$ cat config.mk
export PLATFORM = sky130hd
export DESIGN_NAME = imem_load_run_ctrl
export DESIGN_NICKNAME = d
export VERILOG_FILES = /design/src/rtl/imem_load_run_ctrl_pkg.sv /design/src/rtl/ctrl_sat_counter.sv /design/src/rtl/imem_load_run_ctrl.sv
export SDC_FILE = /design/constraint.sdc
export NUM_CORES = 1
export LEC_CHECK = 0
export ABC_AREA = 1
export CAP_MARGIN = 25
export CORE_MARGIN = 2
export CORE_UTILIZATION = 45
export DETAILED_ROUTE_END_ITERATION = 10
export HOLD_SLACK_MARGIN = 0.1
export PLACE_DENSITY = 0.77
export SYNTH_ARGS = -nofsm -noshare
export SYNTH_HDL_FRONTEND = slang
export SYNTH_SLANG_ARGS = --single-unit
$ cat constraint.sdc
create_clock -name clk -period 1.8 [get_ports clk]
set_clock_uncertainty 0.2 [all_clocks]
set_input_delay 0.18 -clock clk [delete_from_list [all_inputs] [get_ports clk]]
set_output_delay 0.18 -clock clk [all_outputs]
set_load 0.01 [all_outputs]
$ cat src/rtl/imem_load_run_ctrl_pkg.sv
// Shared definitions for the instruction-memory boot/run sequencer:
// default widths, counter-width derivation and the state encoding.
package imem_load_run_ctrl_pkg;

    localparam int DSIZE_DEF     = 32;
    localparam int ISIZE_DEF     = 32;
    localparam int MEM_DEPTH_DEF = 256;

    // Load-count width must hold MEM_DEPTH itself, hence the extra bit.
    function automatic int cw_for_depth(input int depth);
        return $clog2(depth) + 1;
    endfunction

    localparam int CW_DEF = cw_for_depth(MEM_DEPTH_DEF);

    typedef enum logic [2:0] {
        ST_IDLE = 3'd0,
        ST_LOAD = 3'd1,
        ST_ARM  = 3'd2,
        ST_RUN  = 3'd3,
        ST_DONE = 3'd4
    } ctrl_state_e;

endpackage

$ cat src/rtl/ctrl_sat_counter.sv
// Up-counter with synchronous clear, count enable and saturation at all-ones.
module ctrl_sat_counter #(
    parameter int WIDTH = 8
) (
    input  logic             clk,
    input  logic             rst,
    input  logic             clr,
    input  logic             en,
    output logic [WIDTH-1:0] count
);

    always_ff @(posedge clk or negedge rst) begin
        if (!rst) begin
            count <= '0;
        end else if (clr) begin
            count <= '0;
        end else if (en && (count != {WIDTH{1'b1}})) begin
            count <= count + WIDTH'(1);
        end
    end

endmodule

$ cat src/rtl/imem_load_run_ctrl.sv
// Streams a program into instruction memory with the pipeline held in reset,
// then releases the pipeline for a cycle budget or until a halt request.
module imem_load_run_ctrl
    import imem_load_run_ctrl_pkg::*;
#(
    parameter int DSIZE     = DSIZE_DEF,
    parameter int ISIZE     = ISIZE_DEF,
    parameter int MEM_DEPTH = MEM_DEPTH_DEF,
    parameter int CW        = CW_DEF
) (
    input  logic             clk,
    input  logic             rst,
    input  logic             load_start,
    input  logic [CW-1:0]    ld_count,
    input  logic [15:0]      run_cycles,
    input  logic             ld_valid,
    input  logic [DSIZE-1:0] ld_data,
    output logic             ld_ready,
    input  logic             halt_req,
    output logic             imem_wen,
    output logic [ISIZE-1:0] imem_addr,
    output logic [DSIZE-1:0] imem_wdata,
    output logic             pipe_hold,
    output logic             busy,
    output logic             done,
    output logic [31:0]      cycle_cnt,
    output logic [2:0]       ctrl_state
);

    ctrl_state_e   state_reg;
    ctrl_state_e   state_next;
    logic [CW-1:0] count_reg;
    logic [15:0]   run_reg;
    logic [CW-1:0] ptr;
    logic [CW-1:0] ld_count_clamped;

    logic start_ok;
    logic xfer;
    logic last_word;
    logic budget_hit;
    logic ptr_clr;

    assign start_ok  = load_start && ((state_reg == ST_IDLE) || (state_reg == ST_DONE));
    assign xfer      = (state_reg == ST_LOAD) && ld_ready && ld_valid && !halt_req;
    assign last_word = (ptr == count_reg - CW'(1));
    assign ptr_clr   = start_ok || ((state_reg == ST_LOAD) && halt_req);

    // Compare against budget-1 so DONE lands on the edge where cycle_cnt reaches the budget.
    assign budget_hit = (run_reg != 16'd0) && (cycle_cnt == ({16'd0, run_reg} - 32'd1));

    assign ld_count_clamped = (ld_count > CW'(MEM_DEPTH)) ? CW'(MEM_DEPTH) : ld_count;

    assign ctrl_state = state_reg;

    always_comb begin
        state_next = state_reg;
        case (state_reg)
            ST_IDLE, ST_DONE: begin
                if (start_ok) begin
                    state_next = (ld_count != '0) ? ST_LOAD : ST_ARM;
                end
            end
            ST_LOAD: begin
                if (halt_req) begin
                    state_next = ST_IDLE;
                end else if (xfer && last_word) begin
                    state_next = ST_ARM;
                end
            end
            ST_ARM: state_next = ST_RUN;
            ST_RUN: begin
                if (halt_req || budget_hit) begin
                    state_next = ST_DONE;
                end
            end
            default: state_next = ST_IDLE;
        endcase
    end

    always_ff @(posedge clk or negedge rst) begin
        if (!rst) begin
            state_reg  <= ST_IDLE;
            ld_ready   <= 1'b0;
            imem_wen   <= 1'b0;
            imem_addr  <= '0;
            imem_wdata <= '0;
            pipe_hold  <= 1'b1;
            busy       <= 1'b0;
            done       <= 1'b0;
            count_reg  <= '0;
            run_reg    <= '0;
        end else begin
            state_reg <= state_next;
            ld_ready  <= (state_next == ST_LOAD);
            pipe_hold <= (state_next != ST_RUN);
            busy      <= (state_next == ST_LOAD) || (state_next == ST_ARM) || (state_next == ST_RUN);
            done      <= (state_next == ST_DONE);
            // Write port lags the accepted word by one cycle; the last one lands in ARM.
            imem_wen  <= xfer;
            if (xfer) begin
                imem_addr  <= ISIZE'(ptr);
                imem_wdata <= ld_data;
            end
            if (start_ok) begin
                count_reg <= ld_count_clamped;
                run_reg   <= run_cycles;
            end
        end
    end

    ctrl_sat_counter #(.WIDTH(CW)) u_ptr (
        .clk   (clk),
        .rst   (rst),
        .clr   (ptr_clr),
        .en    (xfer),
        .count (ptr)
    );

    ctrl_sat_counter #(.WIDTH(32)) u_cycle (
        .clk   (clk),
        .rst   (rst),
        .clr   (start_ok),
        .en    (state_reg == ST_RUN),
        .count (cycle_cnt)
    );

endmodule

==> results.md <==
* Status: complete, but fails checks
* Failing checks: setup timing
* Mux share of post-synthesis cell area at 0%
* Dpl ws at -0.220 ns
* CTS tree: done
* First-pass GRT wire length at 36400 um
* Fillers at 934
* Clock transition at path regs at 0.06 ns
* Synth Area in Compound Gates at 6.65%
* Synth Area in XOR/XNOR at 4.53%
* H-tree levels at 4
* Die area at 15500 sq um
* Final antenna-violating net count at 0
* Pwr dens at 887 nW/um^2
* Largest delay contributor family on the critical path: simple AND/OR/NAND/NOR gates
* Comb pwr share at 34.3%
* Grt total ovfl at 0
* CP Launch Type: flop
* Via Count at 7754
* DRC at 0
* Setup TNS at -12.24 ns
* Power Total at 10.1 mW
* Number of core rows at 44
* Max VDD drop at 0.000928 V
* CP arrival at 2.22 ns
* Area after DPL at 9400 sq um
* Initial core utilization at 45.4%
* Worst setup path class: reg -> reg
* DRT Pass-1 Iters at 7
* Die extent in x at 124 um
* Most common cell after layout, fill and taps aside: nand2_1
* Critical-path top delay cell: dfrtp_1
* Int Pwr at 6.61 mW
* Setup violations, final at 80
* Post-synthesis register bit count at 115
* Final estimated routing congestion in global placement at 0.937
* Bufs and invs on worst path at 1
* Reg-to-reg startpoint: u_cycle.count[19]$_DFFE_PN0P_
* Synth Area per Inst at 7.23 sq um
* Ant diodes at 0
* Critical Path Sink Type: flop
* Peak Freq at 0.474 GHz
* CTS sink cnt at 115
* DRT iter0 DRCs at 590
* Drt wl/cell at 16.9 um
* P&R area growth vs syn at 74.1%
* Die H at 124 um
* Share of cells above drive strength 1 at 32.3%
* Largest net degree at the start of global routing at 37
* Leak Pwr at 5.68 nW
* Tot GR Track Use at 29.2%
* Max_cap viols at 0
* Root Driver: clkbuf_16
* Cells after Synth at 902
* Top fanout value on the critical path at 8
* Synth warn at 0
* Worst hold margin at 0.110 ns
* Worst setup margin at -0.308 ns
* Final Slew Violations at 0
* Post-Synth Adder-Cell Area at 0.959%
* Fin. Hold Viols at 0
* RSZ-0062 raised after global routing: yes
* Simple-gate share of the synthesized area at 35.0%
* Vias in the first global route at 7587
* Synth cell types at 37
* Hold Startpoint: ld_data[22]
* CTS Buf Count at 17
* Initial antenna violation count at 1
* Sequential fraction of the synthesis area at 44.1%
* CP cell instances: nand2_2 > nor2_4 > nand4_1 > nor3_4 > nand2_4 > nand2_8 > nand2_8 > clkinv_8 > nand2_2 > o31ai_1
* P_sw at 3.47 mW
* Slowest stage delay, CP at 0.36 ns
* Finished Cell Area at 11400 sq um
* Commonest non-fill, non-tap cells in the layout: 312 x nand2_1, 189 x buf_4, 106 x clkdlybuf4s50_1
* Final wirelength at 25000 um
* Clk buf depth at 2
* Cell Area, Synth at 6530 sq um
* Tmin final at 2.11 ns
* I/O pins at 166
* Port-buffer cells at 142
* DP HPWL at 15200 um
* Flop pwr share at 33.9%
* Post-layout nets at 1350
* Req. time, crit path at 1.91 ns
* Hold Path Class: in -> reg
* Largest family of logic cells by synthesized area: simple AND/OR/NAND/NOR gates
* Skew-Pair Late Insertion Delay at 0.42 ns
* Vias per cell at 5.24
* Core area at 14400 sq um
* Final Cycle Share at 117%
* Share of power burned in the clock network at 31.7%
* Sw Share at 34.5%
* Critical Path Source: u_cycle.count[19]$_DFFE_PN0P_
==> layout make-up <==
type                            instances  area, sq um  area share, %
Inverter                               78          312           2.74
Timing Repair inverter                  1         16.3          0.143
Clock buffer                           18          439           3.87
Tap cell                              184          230           2.03
Clock inverter                         14          118           1.04
Timing Repair Buffer                  382         3410           30.1
Multi-Input combinational cell        688         3940           34.7
Sequential cell                       115         2890           25.4
==> repair_timing <==
| action | CTS | global route |
|---|---|---|
| setup buffers | 24 | 12 |
| gates resized for setup | 109 | 141 |
| pin swaps | 29 | 30 |
| hold endpoints to repair | 143 | 0 |
| cloned | 2 | 4 |
| hold buffers | 30 | 0 |
| setup endpoints to repair | 82 | 85 |
==> worst reg2reg max path, delay by kind of cell (launching register included) <==
family	cells	cell delay, ns
simple gates	8	1.24
buf+inv	1	0.13
flops	1	0.36
compound gates	1	0.07
==> cells by family (layout without fill, tap and decap cells) <==
logic type      count (synthesis)  count (layout)
simple gates                  550             551
other cells                     1              23
fa+ha+maj                       5               5
buf+inv                       122             493
xor+xnor                       32              32
compound gates                 77              77
flops                         115             115
==> power by group through the flow <==
stage               clock [mW]  sequential (mW)  combinational [mW]
floorplan                    0             3.55                1.26
global route              3.36             3.47                3.76
detailed placement           0             3.38                3.04
CTS                       3.24             3.39                3.25
finish                    3.20             3.42                3.46
global placement             0             3.38                2.96
==> Yosys cell counts <==
cell	count	area, sq um
nor3_2	4	40.0
nand2_1	359	1350
nand3b_1	2	15.0
or2_2	2	12.5
clkbuf_1	12	45.0
nor3_4	1	16.3
a31oi_1	2	12.5
ha_1	5	62.6
clkinv_1	1	3.75
xor3_1	1	23.8
inv_1	71	267
dfstp_2	1	26.3
nand4_1	20	125
conb_1	1	3.75
nand2_4	2	22.5
buf_4	24	180
dfrtp_1	114	2850
buf_2	5	25.0
o21a_1	2	15.0
xnor2_1	6	52.6
nor3_1	22	110
o221a_2	1	11.3
buf_6	1	11.3
nor2_2	3	18.8
nor2_4	1	11.3
buf_1	2	7.51
nor4_1	6	37.5
a21boi_1	1	7.51
nand3_1	35	175
or2_0	1	6.26
a21oi_1	12	60.1
nor2_1	92	345
o31ai_1	13	97.6
o21ai_0	46	230
clkinv_4	1	8.76
inv_2	5	18.8
xor2_1	25	219
==> path summary, 6_finish.rpt <==
kind | to | cells past startpoint | slack [ns]
worst max-delay path | u_cycle.count[24]$_DFFE_PN0P_ | 10 | -0.31
worst min-delay path | imem_wdata[22]$_DFFE_PN0P_ | 3 | 0.11
worst max register to register | u_cycle.count[24]$_DFFE_PN0P_ | 10 | -0.31
worst min register to register | imem_wdata[23]$_DFFE_PN0P_ | 2 | 0.28
max in group asynchronous | u_cycle.count[22]$_DFFE_PN0P_ | 4 | 0.23
min in group asynchronous | run_reg[3]$_DFFE_PN0P_ | 3 | 0.57
==> through the flow <==
stage          util, %  instances
6_report          79.1       1480
5_1_grt           79.1       1480
4_1_cts           74.1       1465
3_5_place_dp      65.4       1377
3_3_place_gp      65.4       1377
2_1_floorplan        -        924
==> metal layers <==
layer / up-vias / share of wire (%) / wire length, um / track usage, %
met5: - / 0.048 / 12 / 0
met4: 2 / 3.6 / 902 / 10.9
met3: 90 / 7.3 / 1820 / 7.22
met2: 351 / 51 / 12800 / 51.6
met1: 3717 / 38 / 9530 / 34.2
li1: 3594 / - / - / -
Note: power is estimated with default switching activity, not from simulation.
